`src/rtl/fetch_queue.sv`:
```
// Instruction fetch unit: one outstanding imem request at a time, responses
// buffered in a DEPTH-entry FIFO that presents its head combinationally to decode.
module fetch_queue #(
  parameter int unsigned DEPTH    = 4,
  parameter logic [31:0] RESET_PC = 32'h0000_0000
) (
  input  logic        clk_i,
  input  logic        rst_i,
  output logic        imem_req_o,
  output logic [31:0] imem_addr_o,
  input  logic        imem_gnt_i,
  input  logic        imem_rvalid_i,
  input  logic [31:0] imem_rdata_i,
  input  logic        redirect_i,
  input  logic [31:0] redirect_pc_i,
  output logic        inst_valid_o,
  output logic [31:0] inst_o,
  output logic [31:0] pc_o,
  input  logic        inst_ready_i
);

  localparam int unsigned PW = $clog2(DEPTH);
  localparam logic [PW:0] FULL_CNT = (PW+1)'(DEPTH);
  localparam logic [31:0] NOP_INST = 32'h0000_0013;

  typedef enum logic [1:0] {
    S_IDLE,
    S_WAIT,
    S_WAIT_DISCARD
  } state_e;

  state_e        state_q, state_d;
  logic [31:0]   fetch_pc_q, fetch_pc_d;
  logic [31:0]   req_pc_q, req_pc_d;
  logic [PW-1:0] rptr_q, rptr_d;
  logic [PW-1:0] wptr_q, wptr_d;
  logic [PW:0]   count_q, count_d;
  logic [31:0]   inst_mem_q [DEPTH];
  logic [31:0]   pc_mem_q   [DEPTH];
  logic          grant, push, pop;

  always_comb begin
    // A request is only issued when a queue slot is free, so its response can always be pushed.
    imem_req_o = !rst_i && (state_q == S_IDLE) && !redirect_i && (count_q < FULL_CNT);
    grant      = imem_req_o && imem_gnt_i;
    push       = (state_q == S_WAIT) && imem_rvalid_i && !redirect_i;
    pop        = (count_q != '0) && inst_ready_i && !redirect_i;

    state_d    = state_q;
    fetch_pc_d = fetch_pc_q;
    req_pc_d   = req_pc_q;
    rptr_d     = rptr_q;
    wptr_d     = wptr_q;
    count_d    = count_q;

    unique case (state_q)
      S_IDLE: begin
        if (grant) state_d = S_WAIT;
      end
      S_WAIT: begin
        if (imem_rvalid_i)   state_d = S_IDLE;
        else if (redirect_i) state_d = S_WAIT_DISCARD;
      end
      S_WAIT_DISCARD: begin
        if (imem_rvalid_i) state_d = S_IDLE;
      end
      default: state_d = S_IDLE;
    endcase

    if (redirect_i) begin
      fetch_pc_d = {redirect_pc_i[31:2], 2'b00};
      rptr_d     = '0;
      wptr_d     = '0;
      count_d    = '0;
    end else begin
      if (grant) begin
        fetch_pc_d = fetch_pc_q + 32'd4;
        req_pc_d   = fetch_pc_q;
      end
      if (push) wptr_d = wptr_q + 1'b1;
      if (pop)  rptr_d = rptr_q + 1'b1;
      unique case ({push, pop})
        2'b10:   count_d = count_q + 1'b1;
        2'b01:   count_d = count_q - 1'b1;
        default: count_d = count_q;
      endcase
    end
  end

  always_ff @(posedge clk_i) begin
    if (rst_i) begin
      state_q    <= S_IDLE;
      fetch_pc_q <= RESET_PC;
      req_pc_q   <= RESET_PC;
      rptr_q     <= '0;
      wptr_q     <= '0;
      count_q    <= '0;
    end else begin
      state_q    <= state_d;
      fetch_pc_q <= fetch_pc_d;
      req_pc_q   <= req_pc_d;
      rptr_q     <= rptr_d;
      wptr_q     <= wptr_d;
      count_q    <= count_d;
    end
  end

  always_ff @(posedge clk_i) begin
    if (!rst_i && push) begin
      inst_mem_q[wptr_q] <= imem_rdata_i;
      pc_mem_q[wptr_q]   <= req_pc_q;
    end
  end

  assign imem_addr_o  = fetch_pc_q;
  assign inst_valid_o = (count_q != '0);
  assign inst_o       = inst_valid_o ? inst_mem_q[rptr_q] : NOP_INST;
  assign pc_o         = inst_valid_o ? pc_mem_q[rptr_q] : 32'h0000_0000;

endmodule
```
`config.mk`:
```
export PLATFORM = sky130hd
export DESIGN_NAME = fetch_queue
export DESIGN_NICKNAME = d
export VERILOG_FILES = /design/src/rtl/fetch_queue.sv
export SDC_FILE = /design/constraint.sdc
export NUM_CORES = 1
export LEC_CHECK = 0
export ABC_AREA = 1
export ABC_CLOCK_PERIOD_IN_PS = 12520
export CAP_MARGIN = 20
export CORE_ASPECT_RATIO = 0.8
export CORE_MARGIN = 4
export CORE_UTILIZATION = 60
export DETAILED_ROUTE_END_ITERATION = 10
export GPL_TIMING_DRIVEN = 0
export HOLD_SLACK_MARGIN = 0.02
export PLACE_DENSITY = 0.84
export REMOVE_ABC_BUFFERS = 1
export SYNTH_ARGS = -nofsm -noshare
export SYNTH_HDL_FRONTEND = slang
export SYNTH_SLANG_ARGS = --single-unit
```
`constraint.sdc`:
```
create_clock -name clk_i -period 12.52 [get_ports clk_i]
set_input_delay 2.504 -clock clk_i [delete_from_list [all_inputs] [get_ports clk_i]]
set_output_delay 2.504 -clock clk_i [all_outputs]
set_load 0.005 [all_outputs]
```
==> results.json, run 1 <==
{
  "netlist_area_um2": 13240,
  "die-area_um2": 24520,
  "tightest_slew_ns": 1.066,
  "hold_start": "rptr_q[1]",
  "cts_hold_buf": 0,
  "max_freq_mhz": 141.2,
  "grt_max_degree": 76,
  "internal_power_w": 0.001781,
  "tns_ns": 0,
  "met1_length_um": 13180,
  "insertion_delay_ns": 0.56,
  "wl_um": 31990,
  "wl_met2_um": 14980,
  "htree_levels": 1,
  "worstPathRequired_ns": 10.02,
  "cts_resized": 0,
  "dr.pass1.iters": 5,
  "crit_family": "buffers and inverters",
  "drc": 0,
  "hold_path_depth": 2,
  "yosysSeqAreaShare_pct": 67.00,
  "cp-end-kind": "output port",
  "ys_seq_elements": 319,
  "switching_share_pct": 20.11,
  "ir_worst_vdd_mv": 0.1041,
  "min_period_over_period_pct": 56.57,
  "p_leak_nw": 5.854,
  "top_layer": "met4",
  "grt_util_all_layers_pct": 25.48,
  "drt_iter0_markers": 947,
  "criticalPathCategory": "input pin to output port",
  "power.density_nw_per_um2": 136.3,
  "critPathMostFrequentCell": "clkdlybuf4s50_1",
  "r2r_cells": 8,
  "area_growth_pct": 23.57,
  "io_buffers": 161,
  "r2r-start": "state_q[0]",
  "ys.warnings.count": 0,
  "final_common_cell": "nor2_1",
  "synthCells": 1287,
  "dieWidth_um": 174.1,
  "grt.overflow.total": 0,
  "cap_violations": 0,
  "core-area_um2": 21620,
  "cp_max_fo": 19,
  "r2r_slack_ns": 9.84,
  "grt_first_pass_wirelength_um": 50030,
  "p_comb_share_pct": 4.2,
  "avgSynthCellArea_um2": 10.28,
  "wl_per_cell_um": 18.53,
  "antennaDiodeCount": 0,
  "io_pins": 168,
  "drive_gt1_share_pct": 6.547,
  "setup.worst_path.start_class": "input pin",
  "fin_nets": 1504,
  "cts_tree": "done",
  "setup_viol": 0,
  "clkSlewWorstSetupHoldPaths_ns": 0.06,
  "worst_path_max_delay_cell": "clkdlybuf4s50_1",
  "power.switching_w": 0.0004482,
  "hold_viol_final": 0,
  "yosysUniqueCellTypes": 35,
  "dp_hpwl_um": 19810,
  "die_height_um": 140.9,
  "grt_pass1_vias": 9464,
  "cts_sinks": 319,
  "timing.hold.ws_ns": 0.4682,
  "pwr-share-clk_pct": 43.6,
  "gp_congestion": 0.9252,
  "power_w": 0.002229,
  "seq_power_share_pct": 52.3,
  "met3WireLength_um": 2941,
  "vias": 9837,
  "cts_buffer_depth": 3,
  "layout.cells.non_filler": 1726,
  "outcome": "finished, final reports clean",
  "cp_cell_sequence": "clkdlybuf4s50_1 -> buf_8 -> nor2_8 -> nand3_1 -> inv_1 -> clkdlybuf4s50_1",
  "worst_hold_path_type": "register to register",
  "start_util_pct": 61.22,
  "postRouteAntennaNets": 0,
  "final_cell_mix": "nor2_1 (319), edfxtp_1 (248), o21ai_0 (164)",
  "slew_viol_final": 0,
  "numCtsBuffers": 30,
  "crit_arrival_ns": 4.58,
  "finClkSkew_ns": 0.01256,
  "rows": 48,
  "vias_per_cell": 5.699,
  "slew_headroom_pct": 28.87,
  "timing.rr.end": "imem_addr_o[20]",
  "post-place-cells": 1670,
  "antenna_found_initial": 0,
  "rsz0062_at_grt": "false",
  "post-cts-setup-buffer-count": 0,
  "cts-root-buf": "clkbuf_16",
  "path_buf_inv": 4,
  "slowest_delay_ns": 0.85,
  "min_period_ns": 7.083
}
[state kept, by name (all words and copies together), names as in the netlist, named ones only]
name / cells
inst_mem_q: 128
pc_mem_q: 120
imem_addr_o: 30
req_pc_q: 30
count_q: 3
rptr_q: 2
state_q: 2
wptr_q: 2
[layer usage]
| layer | vias up | GRT usage (%) |
|---|---|---|
| met1 | 4629 | 35.98 |
| met5 | - | 0 |
| li1 | 4665 | - |
| met3 | 76 | 4.692 |
| met4 | 0 | 7.080 |
| met2 | 467 | 41.31 |
[how the worst max path moves through the flow]
stage	from	end	slack (ns)	cells after the start
2_1_floorplan	register	inst_o[0]	5.91	5
3_3_place_gp	register	pc_o[29]	2.42	4
3_5_place_dp	redirect_i	imem_req_o	5.46	6
4_1_cts	redirect_i	imem_req_o	5.47	6
5_1_grt	redirect_i	imem_req_o	5.32	6
6_report	redirect_i	imem_req_o	5.44	6
[Yosys cell counts (all sizes together)]
cell type / instances / area share (%)
nor2: 337 / 10
edfxtp: 248 / 56
o21ai: 165 / 6.2
nand2: 117 / 3.3
a21oi: 92 / 3.5
inv: 85 / 2.4
dfxtp: 71 / 11
clkbuf: 41 / 1.2
nand3: 39 / 1.6
buf: 31 / 1.3
nor3: 15 / 0.60
nand4: 11 / 0.63
xor2: 9 / 0.60
a31oi: 6 / 0.28
ha: 6 / 0.57
a211oi: 4 / 0.23
o311ai: 3 / 0.20
a21boi: 1 / 0.057
and2: 1 / 0.047
and3: 1 / 0.047
conb: 1 / 0.028
fa: 1 / 0.15
o211a: 1 / 0.076
or2: 1 / 0.047
[power by group through the flow]
stage | clock (W) | combinational, W | sequential, W
2_1_floorplan | 0 | 0.0000332 | 0.00118
3_3_place_gp | 0 | 0.0000867 | 0.00119
3_5_place_dp | 0 | 0.0000910 | 0.00119
4_1_cts | 0.000983 | 0.0000921 | 0.00116
5_1_grt | 0.00103 | 0.000101 | 0.00117
6_report | 0.000971 | 0.0000925 | 0.00117
[final cells by class]
cell class | instances | area, um^2
Sequential cell | 319 | 8876
Tap cell | 275 | 344.1
Clock inverter | 22 | 270.3
Timing Repair Buffer | 177 | 1964
Clock buffer | 34 | 807.0
Inverter | 85 | 321.6
Multi-Input combinational cell | 814 | 3774
Fill cell | 1363 | 5264
[cell families after synthesis]
family	share of synthesized area, %
AND/OR/NAND/NOR	16.25
flip-flops	67.00
AO/OA/AOI/OAI	10.56
buffers and inverters	4.849
XOR/XNOR	0.5956
adder cells (fa/ha/maj)	0.7184
other	0.02833
[through the flow]
| stage | worst slack [ns] | instance area [um^2] | utilization, % |
|---|---|---|---|
| 2_1_floorplan | 5.914 | 12920 | - |
| 3_3_place_gp | 2.416 | 14880 | 68.83 |
| 3_5_place_dp | 5.465 | 15280 | 70.67 |
| 4_1_cts | 5.465 | 16360 | 75.65 |
| 5_1_grt | 5.324 | 16360 | 75.65 |
| 6_report | 5.437 | 16360 | 75.65 |
[worst min-delay path: stages, from the launching register on]
cell     delay (ns)
dfxtp_1        0.29
inv_1          0.06
a21oi_1        0.07
No activity file was read; power rests on OpenSTA's default activity.
==> run 2, diff against run 1 <==
--- a/config.mk
+++ b/config.mk
@@ -6,15 +6,15 @@
 export NUM_CORES = 1
 export LEC_CHECK = 0
 export ABC_AREA = 1
-export ABC_CLOCK_PERIOD_IN_PS = 12520
+export ABC_CLOCK_PERIOD_IN_PS = 5700
 export CAP_MARGIN = 20
 export CORE_ASPECT_RATIO = 0.8
 export CORE_MARGIN = 4
-export CORE_UTILIZATION = 60
+export CORE_UTILIZATION = 50
 export DETAILED_ROUTE_END_ITERATION = 10
 export GPL_TIMING_DRIVEN = 0
 export HOLD_SLACK_MARGIN = 0.02
-export PLACE_DENSITY = 0.84
+export PLACE_DENSITY = 0.75
 export REMOVE_ABC_BUFFERS = 1
 export SYNTH_ARGS = -nofsm -noshare
 export SYNTH_HDL_FRONTEND = slang
==> constraint.sdc (replaced) <==
create_clock -name clk_i -period 5.7 [get_ports clk_i]
set_input_delay 1.14 -clock clk_i [delete_from_list [all_inputs] [get_ports clk_i]]
set_output_delay 1.14 -clock clk_i [all_outputs]
set_load 0.005 [all_outputs]
==> run 2 against run 1 <==
Final cell count rose by 4.4%; register-to-register slack worse by 6.8 ns; non-clock buffer count grew 1.
==> results.json, run 2 (synthesis results as in run 1) <==
{
  "core-area_um2": 25700,
  "wl_per_cell_um": 18.10,
  "cp-end-kind": "output port",
  "tightest_slew_ns": 1.092,
  "final_cell_mix": "nor2_1 (319), edfxtp_1 (248), o21ai_0 (164)",
  "slew_headroom_pct": 27.11,
  "wl_um": 32620,
  "power_w": 0.004828,
  "num-fill-cells": 1962,
  "r2r_slack_ns": 3.01,
  "rsz0062_at_grt": "false",
  "drive_gt1_share_pct": 6.340,
  "antenna_found_initial": 0,
  "worst_slack_ns": 1.070,
  "max_freq_mhz": 216.0,
  "antennaDiodeCount": 0,
  "vias_per_cell": 5.387,
  "dieWidth_um": 189.9,
  "power.density_nw_per_um2": 294.2,
  "cts_sinks": 319,
  "cp_max_fo": 63,
  "cts_hold_buf": 0,
  "drc": 0,
  "worst_hold_path_type": "register to register",
  "min_period_ns": 4.630,
  "setup_viol": 0,
  "fin_nets": 1506,
  "grt_max_degree": 93,
  "start_util_pct": 51.50,
  "min_period_over_period_pct": 81.23,
  "io_buffers": 161,
  "hold_path_depth": 2,
  "post-cts-setup-buffer-count": 0,
  "die_height_um": 153.5,
  "cap_violations": 0,
  "finClkSkew_ns": 0.009521,
  "cts_tree": "done",
  "numCtsBuffers": 31,
  "criticalPathCategory": "register to output port",
  "io_pins": 168,
  "drt_iter0_markers": 910,
  "insertion_delay_ns": 0.56,
  "rows": 52,
  "postRouteAntennaNets": 0,
  "r2r_cells": 8,
  "tns_ns": 0,
  "grt_first_pass_wirelength_um": 50760,
  "grt_util_all_layers_pct": 21.74,
  "gp_congestion": 0.8760,
  "slew_viol_final": 0,
  "post-place-cells": 1747,
  "timing.rr.end": "imem_addr_o[20]",
  "die-area_um2": 29160,
  "reg_top3": "inst_mem_q (128), pc_mem_q (120)",
  "vias": 9707,
  "grt.overflow.total": 0,
  "pre_cts_ws_ns": 1.247,
  "largest-register": "inst_mem_q",
  "clkSlewWorstSetupHoldPaths_ns": 0.06,
  "dr.pass1.iters": 6,
  "setup.worst_path.start_class": "register",
  "dp_hpwl_um": 20240,
  "r2r-start": "state_q[0]",
  "hold_start": "rptr_q[1]",
  "ir_worst_vdd_mv": 0.2806,
  "cts-root-buf": "clkbuf_16",
  "final_common_cell": "nor2_1",
  "p_leak_nw": 5.844,
  "cts_resized": 0,
  "htree_levels": 1,
  "multi_input_area_um2": 3774,
  "worstPathRequired_ns": 4.56,
  "hold_viol_final": 0,
  "crit_arrival_ns": 3.49,
  "outcome": "finished, final reports clean",
  "layout.cells.non_filler": 1802,
  "grt_pass1_vias": 9456,
  "cts_buffer_depth": 3,
  "layout.area.seq_um2": 8876,
  "area_growth_pct": 23.98,
  "largest_reg_flops": 128
}
## run 2: changes by cell type in the layout (fill, tap and decap cells not counted), sizes merged
cell           before  now
clkinvlp            5    2
clkinv             10   12
bufinv              6    5
clkdlybuf4s50     160  161
inv                86   87
## run 2: how the worst max path moves through the flow
| stage | from | endpoint | slack (ns) | depth (start not counted) |
|---|---|---|---|---|
| floorplan | register | inst_o[0] | 0.46 | 5 |
| global placement | register | pc_o[11] | -3.21 | 4 |
| detailed placement | redirect_i | imem_addr_o[21] | 1.25 | 8 |
| CTS | register | pc_o[29] | 1.06 | 6 |
| global route | register | pc_o[11] | 0.88 | 6 |
| finish | register | pc_o[29] | 1.07 | 6 |
## run 2: worst max-delay path: stages, from the launching register on
cell	delay [ns]
dfxtp_4	0.91
inv_2	0.51
buf_12	0.33
nor2_1	0.12
o21ai_0	0.08
a21oi_1	0.34
clkdlybuf4s50_1	0.58
## run 2: layer usage
layer	track usage (%)	wire [um]	vias to the layer above	part of all wire [%]
li1	-	-	4671	-
met1	31.16	13970	4560	43
met2	34.81	15080	415	46
met3	4.102	2848	61	8.7
met4	5.200	729	0	2.2
met5	0	0	-	0
## run 2: through the flow
stage	utilization [%]	area, um^2	hold WS [ns]
after floorplan	-	12920	0.4356
after global placement	58.27	14980	0.4530
after detailed placement	59.87	15390	0.4708
after CTS	63.86	16410	0.4814
after global routing	63.86	16410	0.4993
final	63.86	16410	0.4749
## run 2: power by group
part	internal [W]	switching [W]
combinational	0.000100	0.000103
sequential	0.00253	0.0000346
clock	0.00122	0.000847
## run 2: layout make-up
type                            instances  share of cell area, %
Sequential cell                       319                  54.09
Multi-Input combinational cell        814                  22.99
Timing Repair Buffer                  178                  12.05
Clock buffer                           34                  4.796
Tap cell                              351                  2.676
Inverter                               85                  1.959
Clock inverter                         21                  1.441
==> run 3, diff against run 2 <==
--- a/config.mk
+++ b/config.mk
@@ -6,15 +6,15 @@
 export NUM_CORES = 1
 export LEC_CHECK = 0
 export ABC_AREA = 1
-export ABC_CLOCK_PERIOD_IN_PS = 5700
+export ABC_CLOCK_PERIOD_IN_PS = 4400
 export CAP_MARGIN = 20
 export CORE_ASPECT_RATIO = 0.8
 export CORE_MARGIN = 4
-export CORE_UTILIZATION = 50
+export CORE_UTILIZATION = 55
 export DETAILED_ROUTE_END_ITERATION = 10
 export GPL_TIMING_DRIVEN = 0
 export HOLD_SLACK_MARGIN = 0.02
-export PLACE_DENSITY = 0.75
+export PLACE_DENSITY = 0.78
 export REMOVE_ABC_BUFFERS = 1
 export SYNTH_ARGS = -nofsm -noshare
 export SYNTH_HDL_FRONTEND = slang
==> constraint.sdc (replaced) <==
create_clock -name clk_i -period 4.4 [get_ports clk_i]
set_input_delay 0.88 -clock clk_i [delete_from_list [all_inputs] [get_ports clk_i]]
set_output_delay 0.88 -clock clk_i [all_outputs]
set_load 0.005 [all_outputs]
==> run 3 against run 2 <==
Setup slack lost 0.67 ns; total power is 30% higher; hold slack better by 0.0048 ns; sequential share of layout area increased by 0.066 points; flip-flop and latch count unchanged; non-clock buffer count fell by 1; critical endpoint is now inst_o[4]; largest power group unchanged.
==> results.json, run 3 (synthesis results as in run 1) <==
{
  "grt_util_all_layers_pct": 22.63,
  "power.switching_w": 0.001256,
  "power_w": 0.006290,
  "pre_cts_ws_ns": 0.2389,
  "use_met2_pct": 36.33,
  "cp-endpoint": "inst_o[4]",
  "htree_levels": 1,
  "crit_arrival_ns": 3.12,
  "busiest_layer": "met2",
  "grt_max_degree": 105,
  "postRouteAntennaNets": 0,
  "setup.worst_path.start_class": "register",
  "drive_gt1_share_pct": 6.478,
  "vias_per_cell": 5.442,
  "layout.cells.non_filler": 1763,
  "wl_per_cell_um": 17.85,
  "cp.depth": 6,
  "area_growth_pct": 23.83,
  "io_pins": 168,
  "switching_share_pct": 19.97,
  "max_freq_mhz": 250.1,
  "multi_input_area_um2": 3774,
  "r2r-start": "state_q[0]",
  "critPathMostFrequentCell": "buf_16",
  "cts_sinks": 319,
  "largest_reg_flops": 128,
  "cts-root-buf": "clkbuf_16",
  "antennaDiodeCount": 0,
  "slew_headroom_pct": 26.80,
  "post-place-cells": 1706,
  "slowest_delay_ns": 0.59,
  "drt_iter0_markers": 906,
  "hold_start": "rptr_q[1]",
  "drc": 0,
  "die_height_um": 146.8,
  "met1_usage_pct": 32.35,
  "pwr-share-clk_pct": 43.1,
  "slew_viol_final": 0,
  "grt_first_pass_wirelength_um": 48420,
  "seq_power_share_pct": 52.7,
  "core-area_um2": 23520,
  "cp-end-kind": "output port",
  "hold_viol_final": 0,
  "timing.rr.end": "imem_addr_o[20]",
  "rsz0062_at_grt": "false",
  "vias": 9594,
  "use_met3_pct": 4.381,
  "tightest_slew_ns": 1.097,
  "num-fill-cells": 1722,
  "antenna_found_initial": 0,
  "layout.area.seq_um2": 8876,
  "cap_violations": 0,
  "p_comb_share_pct": 4.2,
  "criticalPathCategory": "register to output port",
  "cts_buffer_depth": 3,
  "insertion_delay_ns": 0.55,
  "outcome": "finished, final reports clean",
  "worst_path_max_delay_cell": "clkdlybuf4s50_1",
  "dr.pass1.iters": 5,
  "clkSlewWorstSetupHoldPaths_ns": 0.06,
  "worst_slack_ns": 0.4018,
  "dp_hpwl_um": 19440,
  "fin_nets": 1504,
  "ir_worst_vdd_mv": 0.2914,
  "largest-register": "inst_mem_q",
  "final_common_cell": "nor2_1",
  "cp_cell_sequence": "buf_16 -> inv_4 -> buf_16 -> nor2_1 -> o311ai_0 -> clkdlybuf4s50_1",
  "p_leak_nw": 5.855,
  "final_cell_mix": "nor2_1 (319), edfxtp_1 (248), o21ai_0 (164)",
  "cp_max_fo": 104,
  "design_area_um2": 16390,
  "worstPathRequired_ns": 3.52,
  "min_period_ns": 3.998,
  "worst_hold_path_type": "register to register",
  "r2r_slack_ns": 1.67,
  "path_buf_inv": 4,
  "gp_congestion": 0.8628,
  "grt.overflow.total": 0,
  "min_period_over_period_pct": 90.87,
  "finClkSkew_ns": 0.01346,
  "numCtsBuffers": 30,
  "io_buffers": 161,
  "start_util_pct": 56.27,
  "r2r_cells": 8,
  "cts_tree": "done",
  "wl_um": 31470,
  "die-area_um2": 26630,
  "reg_top3": "inst_mem_q (128), pc_mem_q (120)",
  "timing.hold.ws_ns": 0.4797,
  "setup_viol": 0,
  "grt_pass1_vias": 9073,
  "dieWidth_um": 181.4,
  "rows": 50,
  "internal_power_w": 0.005034,
  "crit_family": "buffers and inverters",
  "power.density_nw_per_um2": 383.8,
  "placed_area_um2": 15310
}
==> run 3: cell count changes in the layout (fill, tap and decap cells not counted), moves of 3 or more <==
cell,before,now
buf_8,4,1
clkbuf_8,0,5
clkinv_1,5,2
clkinv_2,7,4
==> run 3: power by group through the flow <==
stage / logic (W) / registers, W / clock network (W)
after floorplan: 0.0000943 / 0.00337 / 0
after global placement: 0.000250 / 0.00338 / 0
after detailed placement: 0.000260 / 0.00338 / 0
after CTS: 0.000263 / 0.00332 / 0.00275
after global routing: 0.000288 / 0.00332 / 0.00288
final: 0.000263 / 0.00332 / 0.00271
==> run 3: layout make-up <==
type | count | area share (%)
well taps | 312 | 2.382
clock inverters | 16 | 1.366
repair buffers | 177 | 12.00
inverters | 85 | 1.962
clock buffers | 40 | 5.115
multi-input cells | 814 | 23.02
flip-flops and latches | 319 | 54.15
==> run 3: per-layer routing <==
layer  up-vias  wire (um)
li1       4667          -
met1      4489      13640
met2       381      14670
met3        57       2409
met4         0        756
met5         -          0
==> run 3: timing repair <==
action / 4_1_cts / 5_1_grt
hold buffers: 0 / 0
endpoints found under the setup margin: 0 / 16
setup buffers: 0 / 1
gates resized for setup: 0 / 0
endpoints found under the hold margin: 0 / 0
==> run 3: worst min-delay path, stage by stage, from the launching register on <==
cell and delay, ns:
dfxtp_1 0.31, inv_1 0.06, a21oi_1 0.07
==> run 3: how the worst min path moves through the flow <==
stage                      to  slack [ns]  cells after the start
detailed placement   register        0.46                      1
finish               register        0.48                      2
global placement    rptr_q[0]        0.45                      1
floorplan            register        0.44                      2
global route         register        0.51                      1
CTS                  register        0.49                      1
==> run 3: stage by stage <==
step | util, % | TNS (ns)
after CTS | 69.60 | 0
final | 69.68 | 0
after global placement | 63.46 | -1145.74
after global routing | 69.68 | 0
after floorplan | - | -29.14
after detailed placement | 65.08 | 0
